===== config.mk =====
export PLATFORM = sky130hd
export DESIGN_NAME = parity_frame_flat
export DESIGN_NICKNAME = d
export VERILOG_FILES = /design/src/rtl/parity_frame_if.sv /design/src/rtl/parity_frame.sv /design/src/flat_wrapper.sv
export SDC_FILE = /design/constraint.sdc
export NUM_CORES = 1
export LEC_CHECK = 0
export ABC_AREA = 1
export BUFFER_PORTS_ARGS = -buffer_cell sky130_fd_sc_hd__buf_2
export CAP_MARGIN = 20
export CORE_ASPECT_RATIO = 1.25
export CORE_MARGIN = 1.5
export CORE_UTILIZATION = 40
export CTS_CLUSTER_DIAMETER = 50
export DETAILED_ROUTE_END_ITERATION = 12
export PLACE_DENSITY = 0.66
export SLEW_MARGIN = 20
export SYNTH_ARGS = -nofsm -noshare
export SYNTH_HDL_FRONTEND = slang
export SYNTH_SLANG_ARGS = --single-unit

===== constraint.sdc =====
create_clock -name clk -period 1.5 [get_ports clk]
set_input_delay 0.3 -clock clk [delete_from_list [all_inputs] [get_ports clk]]
set_output_delay 0.3 -clock clk [all_outputs]
set_load 0.005 [all_outputs]

===== src/rtl/parity_frame_if.sv =====
// Streaming beat and frame-result bundle for parity_frame.
// master drives beats and controls; slave (the checker) returns parity status.
interface parity_frame_if #(
    parameter int unsigned WIDTH = 8,
    parameter int unsigned ERR_W = 8
);
    logic             clear;
    logic             in_valid;
    logic [WIDTH-1:0] in_data;
    logic             odd_mode;
    logic             out;
    logic             frame_valid;
    logic             frame_ok;
    logic [ERR_W-1:0] err_count;

    modport master (
        output clear, in_valid, in_data, odd_mode,
        input  out, frame_valid, frame_ok, err_count
    );

    modport slave (
        input  clear, in_valid, in_data, odd_mode,
        output out, frame_valid, frame_ok, err_count
    );
endinterface


===== src/rtl/parity_frame.sv =====
// Framed even/odd parity checker: FRAME_LEN data beats, then one parity beat.
// Optional saturating failed-frame counter is built when PARITY_FRAME_ERRCNT_EN is defined.
module parity_frame #(
    parameter int unsigned WIDTH     = 8,
    parameter int unsigned FRAME_LEN = 4,
    parameter int unsigned ERR_W     = 8
) (
    input  logic           clk,
    input  logic           reset,
    parity_frame_if.slave  bus
);
    localparam int unsigned      CNT_W     = $clog2(FRAME_LEN + 1);
    localparam logic [CNT_W-1:0] LAST_DATA = CNT_W'(FRAME_LEN - 1);

    // One-hot so that any corrupted encoding is detectable and recoverable
    typedef enum logic [1:0] {
        ST_DATA = 2'b01,
        ST_PAR  = 2'b10
    } state_t;

    state_t           state_q, state_d;
    logic             acc_q, acc_d;
    logic [CNT_W-1:0] cnt_q, cnt_d;
    logic             mode_q, mode_d;
    logic             fv_q, fv_d;
    logic             ok_q, ok_d;

    // State register
    always_ff @(posedge clk or negedge reset) begin
        if (!reset) begin
            state_q <= ST_DATA;
            acc_q   <= 1'b0;
            cnt_q   <= '0;
            mode_q  <= 1'b0;
            fv_q    <= 1'b0;
            ok_q    <= 1'b0;
        end else begin
            state_q <= state_d;
            acc_q   <= acc_d;
            cnt_q   <= cnt_d;
            mode_q  <= mode_d;
            fv_q    <= fv_d;
            ok_q    <= ok_d;
        end
    end

    // Next-state and frame result; clear wins over any beat in the same cycle
    always_comb begin
        state_d = state_q;
        acc_d   = acc_q;
        cnt_d   = cnt_q;
        mode_d  = mode_q;
        fv_d    = 1'b0;
        ok_d    = ok_q;
        if (bus.clear) begin
            state_d = ST_DATA;
            acc_d   = 1'b0;
            cnt_d   = '0;
        end else begin
            case (state_q)
                ST_DATA: begin
                    if (bus.in_valid) begin
                        if (cnt_q == '0) mode_d = bus.odd_mode;
                        acc_d = acc_q ^ (^bus.in_data);
                        cnt_d = cnt_q + CNT_W'(1);
                        if (cnt_q == LAST_DATA) state_d = ST_PAR;
                    end
                end
                ST_PAR: begin
                    if (bus.in_valid) begin
                        fv_d    = 1'b1;
                        ok_d    = ((acc_q ^ bus.in_data[0]) == mode_q);
                        acc_d   = 1'b0;
                        cnt_d   = '0;
                        state_d = ST_DATA;
                    end
                end
                default: begin
                    state_d = ST_DATA;
                    acc_d   = 1'b0;
                    cnt_d   = '0;
                end
            endcase
        end
    end

    assign bus.out         = ~acc_q;
    assign bus.frame_valid = fv_q;
    assign bus.frame_ok    = ok_q;

`ifdef PARITY_FRAME_ERRCNT_EN
    logic [ERR_W-1:0] err_q;

    // Saturating count of failed frames, updated with the frame_valid pulse
    always_ff @(posedge clk or negedge reset) begin
        if (!reset) begin
            err_q <= '0;
        end else if (fv_d && !ok_d && (err_q != '1)) begin
            err_q <= err_q + ERR_W'(1);
        end
    end

    assign bus.err_count = err_q;
`else
    assign bus.err_count = ERR_W'(0);
`endif

endmodule


===== src/flat_wrapper.sv =====
// flat-port wrapper written by rule: the top's interface ports become plain ports
module parity_frame_flat 
#(
    parameter int unsigned WIDTH     = 8,
    parameter int unsigned FRAME_LEN = 4,
    parameter int unsigned ERR_W     = 8
)
  (clk, reset, bus_clear, bus_in_valid, bus_in_data, bus_odd_mode, bus_out, bus_frame_valid, bus_frame_ok, bus_err_count);
  parity_frame_if #(.WIDTH(WIDTH), .ERR_W(ERR_W)) bus_i ();
  input  logic clk;
  input  logic reset;
  input wire logic [$bits(bus_i.clear)-1:0] bus_clear;
  input wire logic [$bits(bus_i.in_valid)-1:0] bus_in_valid;
  input wire logic [$bits(bus_i.in_data)-1:0] bus_in_data;
  input wire logic [$bits(bus_i.odd_mode)-1:0] bus_odd_mode;
  output wire logic [$bits(bus_i.out)-1:0] bus_out;
  output wire logic [$bits(bus_i.frame_valid)-1:0] bus_frame_valid;
  output wire logic [$bits(bus_i.frame_ok)-1:0] bus_frame_ok;
  output wire logic [$bits(bus_i.err_count)-1:0] bus_err_count;
  assign bus_i.clear = bus_clear;
  assign bus_i.in_valid = bus_in_valid;
  assign bus_i.in_data = bus_in_data;
  assign bus_i.odd_mode = bus_odd_mode;
  assign bus_out = bus_i.out;
  assign bus_frame_valid = bus_i.frame_valid;
  assign bus_frame_ok = bus_i.frame_ok;
  assign bus_err_count = bus_i.err_count;
  parity_frame #(.WIDTH(WIDTH), .FRAME_LEN(FRAME_LEN), .ERR_W(ERR_W)) u_core (.clk(clk), .reset(reset), .bus(bus_i));
endmodule

Yosys cells after proc, flatten, opt, wreduce, memory -nomap -nowiden
Index checks and enable logic that the tools add are counted.
- output and inout bits: 11
- logic and storage cells: 40
- input port bits: 13
- flip-flop bits (word level): 9
- bitwise logic cells: 4
- multiplexer cells: 16
- add/subtract/negate cells: 1
- reductions and logical operators: 6
- equal/unequal tests: 7
- operators with widths (cell ; number):
    2-to-1 mux 3 bit ; 3
    2-to-1 mux 2 bit ; 4
    XOR reduction 8 bit ; 1
    2-to-1 mux 1 bit ; 6
    != test 3 bit (second input constant) ; 2
    case mux 3 bit (2 select lines) ; 1
    AND reduction 3 bit ; 2
    case mux 2 bit (2 select lines) ; 1
    AND reduction 4 bit ; 1
    adder 3 x 1 -> 3 bit (second input constant) ; 1
    equality test 3 x 2 -> 1 bit (second input constant) ; 1
    logical NOT 3 bit ; 1
    != test 3 x 2 -> 1 bit (second input constant) ; 1
    equality test 2 x 1 -> 1 bit (second input constant) ; 1
    equality test 2 bit (second input constant) ; 1
    NOT 1 bit ; 2
    case mux 1 bit (2 select lines) ; 1
    AND reduction 2 bit ; 1
    bitwise XOR 1 bit ; 2
    equality test 1 bit ; 1

Logic depth before layout (Yosys ltp)
Gate-level depths: netlist of the first run.
- word-level depth: 5
- gate-level depth with buffers: 10
- mapped depth without buffers: 10

Worst setup path before layout of the first run
OpenSTA, ideal clock, no wires.
- path type: register to register
- start: reg u_core.state_q[0]
- end: reg u_core.mode_q
- path buffers: 0
- path slack: 0.166 ns
- period minus slack after synthesis: 1.334 ns
- data required time: 1.375 ns
- library setup time: 0.125 ns
- arrival: 1.209 ns
- stages on the path, launching flop included: 7
- cells stage by stage: dfstp_2 > inv_1 > nor2_2 > nand2_2 > nor2_4 > nand3_2 > mux2_4
- longest elaborated chain between the ends: 2
- ends and longest elaborated chain (element ; RTL line ; text):
    start, declared ; parity_frame.sv:21 ; state_t state_q, state_d;
    start signal, assigned ; parity_frame.sv:38 ; state_q <= state_d;
    equality test 2 x 1 -> 1 bit ; parity_frame.sv:60 ; case (state_q)
    AND reduction 4 bit (no line) ; - ;
    end signal, assigned ; parity_frame.sv:41 ; mode_q <= mode_d;
    end, declared ; parity_frame.sv:24 ; logic mode_q, mode_d;
Every way passes these cells.
A chain may end at the register's enable or synchronous reset.

Worst setup path in the final report of the first run
Same ends and word-level chain as after synthesis.

==> flow_summary.toml, run 1 <==
[run_status]
status = "finished, final reports clean"

[timing]
worst_slack_ns = 0.0647
period_share = 0.957
setup-tns-final_ns = 0
fin_skew_ns = 0.0112
drv_slew = 0
fmax_mhz = 697
hold_viol_final = 0
rsz0062_at_grt = "false"
fin_hold_ws_ns = 0.241
setup-violations-final = 0
finalCriticalPeriod_ns = 1.44

[layout]
final-seq-area_sq_um = 226
final_common_cell = "nand2_1"
multi_input_area_sq_um = 367
stdcell_count = 143
num_antenna_cells = 0
nNetsFinal = 142
drive_gt1_frac = 0.256
area_growth_pct = 18.8
n_fill_cell = 178
mostFrequentLayoutCells = "nand2_1 (39), inv_1 (18), buf_2 (15)"

[clocking]
clk_pin_slew_ns = 0.07
ctsRootBufferMaster = "clkbuf_4"
cts_tree = "done"
clockBufferDepth = 2
cts.sinks = 9
worst_skew_pair.late_latency_ns = 0.27
cts_made_buffers = 3
htree_num_levels = 1

[pwr]
ir_drop_v = 0.000515
fin_total_pwr_mw = 0.660
p_leak_nw = 0.524
p_per_area_mw_per_mm2 = 795

[logic_synthesis]
ys_types = 22
synth_edf_count = 0
yosys_warnings = 0
yosysSeqAreaShare = 0.324
synth.avg_cell_area_sq_um = 6.84
syn_area_sq_um = 698
synth-main-ff-cell = "dfrtp_1"
synth_seq_cells = 9
ys_async_sr_fraction = 1.00
netlist_instances = 102

[setup_path]
crit_required_ns = 1.66
start_kind = "flip-flop"
crit_path_end_kind = "flip-flop"
arrival_ns = 1.59
path_class = "reg -> reg"
critPathMaxFanout = 3

[placed_design]
gp_congestion = 0.789
portBuffers = 15
placed_cells = 135
post-place-ws_ns = 0.0740
dp.final_hpwl_microns = 1000

[route]
ant_nets = 0
drt-initial-drc-count = 8
first_pass_iters = 4
wl_met1_microns = 429
wl_met2_microns = 682
met3_length_microns = 56
num_vias = 638
post_drt_wl_per_cell_microns = 8.27
finalWirelength_microns = 1180
top_layer_used = "met4"
routed_via_density = 4.46
drc = 0

[grt]
grt_max_degree = 10
gr-total-overflow = 0
grt.total_usage = 0.136
grt_pass1_wl_microns = 1890
grt_pass1_vias = 571
grt_antenna_before_repair = 0

[die]
chipWidth_microns = 40.4
start_util = 0.436
rows = 16
ios = 24
die_h_microns = 49.7
core_area_sq_mm = 0.00160
dieArea_sq_mm = 0.00201

[job]
max_cap_violations = 0

[min_path]
holdCritPathClass = "in -> reg"
==> critical path, cell delays in order, from the launching register on <==
cell and delay, ns:
dfstp_2 0.55, inv_2 0.03, nor2_2 0.13, nand2_2 0.09, nor2_4 0.13, nand3_2 0.08
mux2_4 0.30
==> cells in the mapped netlist, types with 2 or more instances <==
master,instances,area [sq um]
inv_1,19,71.3
nor2_1,8,30.0
ha_1,3,37.5
nand2_1,39,146
dfrtp_1,8,200
o21ai_0,2,10.0
buf_4,8,60.1
==> cell type report <==
type                    count  share of cell area
clock inverters             1             0.00603
well taps                  18              0.0271
clock buffers               3              0.0271
inverters                  19              0.0860
flip-flops and latches      9               0.273
multi-input cells          73               0.442
repair buffers             20               0.139
==> worst paths after layout <==
path | startpoint | to | slack, ns | cells after the start
setup / recovery | u_core.state_q[0]$_DFFE_PN1P_ | u_core.mode_q$_DFFE_PN0P_ | 0.06 | 6
hold / removal | bus_clear | u_core.bus.frame_valid$_DFF_PN0_ | 0.24 | 2
setup reg to reg | u_core.state_q[0]$_DFFE_PN1P_ | u_core.mode_q$_DFFE_PN0P_ | 0.06 | 6
hold reg to reg | u_core.bus.frame_ok$_DFFE_PN0P_ | u_core.bus.frame_ok$_DFFE_PN0P_ | 0.50 | 1
max in group asynchronous | reset | u_core.state_q[0]$_DFFE_PN1P_ | 0.85 | 2
min in group asynchronous | reset | u_core.state_q[1]$_DFFE_PN0P_ | 0.41 | 2
==> sequential cells by signal (all words and copies together), names as in the netlist <==
register                count
u_core.acc_q                1
u_core.state_q              2
u_core.bus.frame_valid      1
u_core.mode_q               1
u_core.cnt_q                3
u_core.bus.frame_ok         1
==> cell families (layout without fill, tap and decap cells) <==
| family | after synthesis | after routing | share of synthesized area |
|---|---|---|---|
| simple gates | 54 | 54 | 0.335 |
| buf+inv | 27 | 43 | 0.188 |
| flops | 9 | 9 | 0.324 |
| compound gates | 4 | 4 | 0.0305 |
| fa+ha+maj | 3 | 3 | 0.0538 |
| xor+xnor | 2 | 2 | 0.0251 |
| mux | 2 | 2 | 0.0376 |
| other cells | 1 | 8 | 0.00537 |
==> power by group <==
group	leakage [nW]	switching, mW	internal [mW]
clock network	0.0177	0.0883	0.0984
logic	0.389	0.0992	0.0883
registers	0.117	0.0181	0.267
==> per-layer routing <==
layer  vias to the layer above  GRT usage
met5                         -          0
met4                         0     0.0667
met3                         2     0.0405
met2                        15      0.249
met1                       286      0.121
li1                        335          -
==> stage by stage <==
step                utilization  cell area, sq um
global route              0.518               830
detailed placement        0.480               769
CTS                       0.504               807
global placement          0.480               769
finish                    0.518               830
floorplan                     -               724
==> timing repair <==
action,4_1_cts,5_1_grt
resized for setup,0,1
setup buffers,0,3
setup endpoints to repair,0,1
hold endpoints to repair,8,0
hold buffers,1,0
Power figures use the tool's default switching activity.
==> run 2: changes to the inputs <==
- CTS_BUF_LIST: default -> sky130_fd_sc_hd__clkbuf_8
==> flow_summary.toml, run 2 (synthesis results as in run 1) <==
[timing]
period_share = 0.956
setup-tns-final_ns = 0
drv_slew = 0
setup-violations-final = 0
rsz0062_at_grt = "false"
fmax_mhz = 697
hold_viol_final = 0
finalCriticalPeriod_ns = 1.43
fin_skew_ns = 0.00263

[setup_path]
critPathLaunch = "u_core.state_q[0]$_DFFE_PN1P_"
r2r-start = "u_core.state_q[0]$_DFFE_PN1P_"
rrSetupSlack_ns = 0.07
critPathMaxFanout = 3
r2r_cells = 6
r2r_end = "u_core.mode_q$_DFFE_PN0P_"
crit_required_ns = 1.62
start_kind = "flip-flop"
arrival_ns = 1.55
path_class = "reg -> reg"
crit_path_end_kind = "flip-flop"

[layout]
area_growth_pct = 21.5
top_register = "u_core.cnt_q"
nNetsFinal = 142
largest_registers = "u_core.cnt_q: 3 flops, u_core.state_q: 2 flops"
final_common_cell = "nand2_1"
drive_gt1_frac = 0.256
num_antenna_cells = 0
largest_register_ffs = 3
mostFrequentLayoutCells = "nand2_1 (39), inv_1 (18), buf_2 (15)"

[route]
post_drt_wl_per_cell_microns = 8.82
first_pass_iters = 3
num_vias = 635
finalWirelength_microns = 1260
routed_via_density = 4.44
drc = 0
drt-initial-drc-count = 10
ant_nets = 0

[grt]
gr-total-overflow = 0
grt_antenna_before_repair = 0
grt_pass1_wl_microns = 1970
grtUsageMet1 = 0.122
met2_usage = 0.272
busiest_layer = "met2"
grt_max_degree = 10
grt_pass1_vias = 582
global_route.usage.met3 = 0.0405
grt.total_usage = 0.141

[clocking]
clk_pin_slew_ns = 0.05
htree_num_levels = 1
cts.sinks = 9
ctsRootBufferMaster = "clkbuf_8"
cts_made_buffers = 3
clockBufferDepth = 2
worst_skew_pair.late_latency_ns = 0.23
cts_tree = "done"

[placed_design]
gp_congestion = 0.789
portBuffers = 15
dp.final_hpwl_microns = 1000

[pwr]
ir_drop_v = 0.000644
p_per_area_mw_per_mm2 = 896
fin_total_pwr_mw = 0.760
p_leak_nw = 0.531

[die]
dieArea_sq_mm = 0.00201
die_h_microns = 49.7
ios = 24
core_area_sq_mm = 0.00160
rows = 16
start_util = 0.436
chipWidth_microns = 40.4

[job]
max_cap_violations = 0

[min_path]
holdPathEnd = "u_core.bus.frame_valid$_DFF_PN0_"
holdCritPathClass = "in -> reg"
holdPathStages = 2
hold_start = "bus_clear"

[run_status]
status = "finished, final reports clean"
==> run 2: cell counts in the layout (fill, tap and decap cells not counted) <==
No cell type changed its count.
==> run 2: how the worst max path moves through the flow <==
| stage | cells past startpoint | slack (ns) | to |
|---|---|---|---|
| after global routing | 6 | 0.005 | u_core.mode_q$_DFFE_PN0P_ |
| after global placement | 6 | 0.15 | u_core.mode_q$_DFFE_PN0P_ |
| final | 6 | 0.07 | u_core.mode_q$_DFFE_PN0P_ |
| after detailed placement | 6 | 0.07 | u_core.mode_q$_DFFE_PN0P_ |
| after CTS | 6 | 0.07 | u_core.mode_q$_DFFE_PN0P_ |
| after floorplan | 6 | 0.17 | u_core.mode_q$_DFFE_PN0P_ |
==> run 2: cell type report <==
class | instances | area (sq um)
Multi-Input combinational cell | 73 | 367
Clock inverter | 1 | 5.00
Tap cell | 18 | 22.5
Sequential cell | 9 | 226
Timing Repair Buffer | 20 | 115
Clock buffer | 3 | 41.3
Fill cell | 178 | 753
Inverter | 19 | 71.3
==> run 2: what timing repair did <==
action	4_1_cts	5_1_grt
setup buffers	0	3
endpoints found under the hold margin	8	0
hold buffers	1	0
resized for setup	0	1
setup endpoints to repair	0	1
==> run 2: metal layers <==
metal,share of wire,vias up
met5,0,-
met4,0,0
met3,0.044,0
met2,0.59,13
met1,0.37,289
li1,-,333
==> run 2: through the flow <==
stage          instances  hold slack, ns  worst slack (ns)   util  cell area, sq um
2_1_floorplan        109         0.00441             0.166      -               724
3_3_place_gp         135           0.159             0.147  0.480               769
3_5_place_dp         135           0.155            0.0740  0.480               769
4_1_cts              140           0.282            0.0663  0.516               826
5_1_grt              143           0.287           0.00492  0.530               848
6_report             143           0.281            0.0653  0.530               848
==> run 2: critical path, stage by stage (launching register included) <==
cell and delay [ns]:
dfstp_2 0.54, inv_2 0.04, nor2_2 0.13, nand2_2 0.09
nor2_4 0.13, nand3_2 0.08, mux2_4 0.30
==> run 2: report_power, final <==
group | internal [mW] | total (mW) | leakage, nW | switching, mW
Sequential | 0.268 | 0.286 | 0.117 | 0.0179
Combinational | 0.0884 | 0.188 | 0.389 | 0.0995
Clock | 0.182 | 0.286 | 0.0255 | 0.105
Total | 0.538 | 0.760 | 0.531 | 0.222
==> run 3: changes to the inputs <==
- CORE_UTILIZATION: 40 -> 35
- PLACE_DENSITY: 0.66 -> default
==> flow_summary.toml, run 3 (synthesis results as in run 1) <==
[die]
chipWidth_microns = 42.9
dieArea_sq_mm = 0.00227
ios = 24
core_area_sq_mm = 0.00183
start_util = 0.382
die_h_microns = 52.9
rows = 17

[clocking]
worst_skew_pair.late_latency_ns = 0.23
cts_tree = "done"
cts.sinks = 9
htree_num_levels = 1
ctsRootBufferMaster = "clkbuf_8"
cts_setup_buffers = 0
clk_pin_slew_ns = 0.04
clockBufferDepth = 2
cts_made_buffers = 3

[setup_path]
critPathMaxFanout = 4
r2r_cells = 6
arrival_ns = 1.52
r2r_end = "u_core.mode_q$_DFFE_PN0P_"
crit_buf_inv = 1
path_depth = 6
rrSetupSlack_ns = 0.1
crit_family = "flip-flops"
path_class = "reg -> reg"
r2r-start = "u_core.state_q[0]$_DFFE_PN1P_"
start_kind = "flip-flop"
crit_required_ns = 1.62
slowest_stage = "dfstp_2"
crit_path_end_kind = "flip-flop"
slowest_delay_ns = 0.54
crit_chain = "inv_1 -> nor2_2 -> nand2_2 -> nor2_4 -> nand3_2 -> mux2_4"

[min_path]
hold_start = "bus_clear"
holdPathEnd = "u_core.bus.frame_valid$_DFF_PN0_"
holdCritPathClass = "in -> reg"
holdPathStages = 2

[route]
num_vias = 610
first_pass_iters = 4
finalWirelength_microns = 1110
ant_nets = 0
post_drt_wl_per_cell_microns = 7.86
drt-initial-drc-count = 12
routed_via_density = 4.33
drc = 0

[placed_design]
portBuffers = 15
gp_congestion = 0.805
dp.final_hpwl_microns = 943

[layout]
n_fill_cell = 190
final_common_cell = "nand2_1"
multi_input_area_sq_um = 367
largest_register_ffs = 3
drive_gt1_frac = 0.221
num_antenna_cells = 0
area_growth_pct = 18.3
top_register = "u_core.cnt_q"
final-seq-area_sq_um = 226
final_util = 0.451
mostFrequentLayoutCells = "nand2_1 (39), inv_1 (20), buf_2 (15)"
largest_registers = "u_core.cnt_q: 3 flops, u_core.state_q: 2 flops"
nNetsFinal = 139

[grt]
grt_pass1_vias = 480
grt_pass1_wl_microns = 1750
grt_antenna_before_repair = 0
grt_max_degree = 10
gr-total-overflow = 0
grt.total_usage = 0.104

[pwr]
p_leak_nw = 0.521
ir_drop_v = 0.000550
p_per_area_mw_per_mm2 = 889
fin_total_pwr_mw = 0.734

[timing]
period_share = 0.936
setup-tns-final_ns = 0
fin_skew_ns = 0.00111
drv_slew = 0
finalCriticalPeriod_ns = 1.40
fin_hold_ws_ns = 0.277
fmax_mhz = 712
rsz0062_at_grt = "false"
setup-violations-final = 0
hold_viol_final = 0

[job]
max_cap_violations = 0

[run_status]
status = "finished, final reports clean"
==> run 3: changes by cell type in the layout (fill, tap and decap cells not counted) <==
| cell | before | now |
|---|---|---|
| buf_4 | 4 | 1 |
| clkinv_2 | 1 | 0 |
| inv_1 | 18 | 20 |
| inv_2 | 1 | 0 |
==> run 3: power breakdown <==
group          switching [mW]  total, mW  internal, mW
Combinational          0.0962      0.178        0.0816
Clock                  0.0923      0.270         0.178
Sequential             0.0180      0.286         0.268
Total                   0.206      0.734         0.528
==> run 3: repair_timing <==
action / in CTS / in global routing
endpoints found under the hold margin: 8 / 0
hold buffers: 1 / 0
gates resized for setup: 0 / 0
==> run 3: how the worst max path moves through the flow <==
stage | start | end | slack [ns]
final | u_core.state_q[0]$_DFFE_PN1P_ | u_core.mode_q$_DFFE_PN0P_ | 0.1
after global routing | u_core.state_q[0]$_DFFE_PN1P_ | u_core.mode_q$_DFFE_PN0P_ | 0.02
after CTS | u_core.state_q[0]$_DFFE_PN1P_ | u_core.mode_q$_DFFE_PN0P_ | 0.11
after detailed placement | u_core.state_q[0]$_DFFE_PN1P_ | u_core.mode_q$_DFFE_PN0P_ | 0.11
after global placement | u_core.state_q[0]$_DFFE_PN1P_ | u_core.mode_q$_DFFE_PN0P_ | 0.14
after floorplan | u_core.state_q[0]$_DFFE_PN1P_ | u_core.mode_q$_DFFE_PN0P_ | 0.17
==> run 3: layout make-up <==
type / count / area share
Timing Repair Buffer: 17 / 0.112
Sequential cell: 9 / 0.274
Multi-Input combinational cell: 73 / 0.444
Clock buffer: 3 / 0.0500
Inverter: 19 / 0.0864
Clock inverter: 1 / 0.00455
Tap cell: 19 / 0.0288
==> run 3: through the flow <==
step	setup slack (ns)	instances	area, sq um
6_report	0.0957	141	826
2_1_floorplan	0.166	109	724
4_1_cts	0.110	141	826
3_5_place_dp	0.108	136	771
5_1_grt	0.0247	141	826
3_3_place_gp	0.139	136	771
==> run 3: layer usage <==
layer  routed length (microns)  GRT usage
met5                         0          0
met3                        43     0.0239
met1                       465      0.111
met2                       579      0.184
met4                        19     0.0606
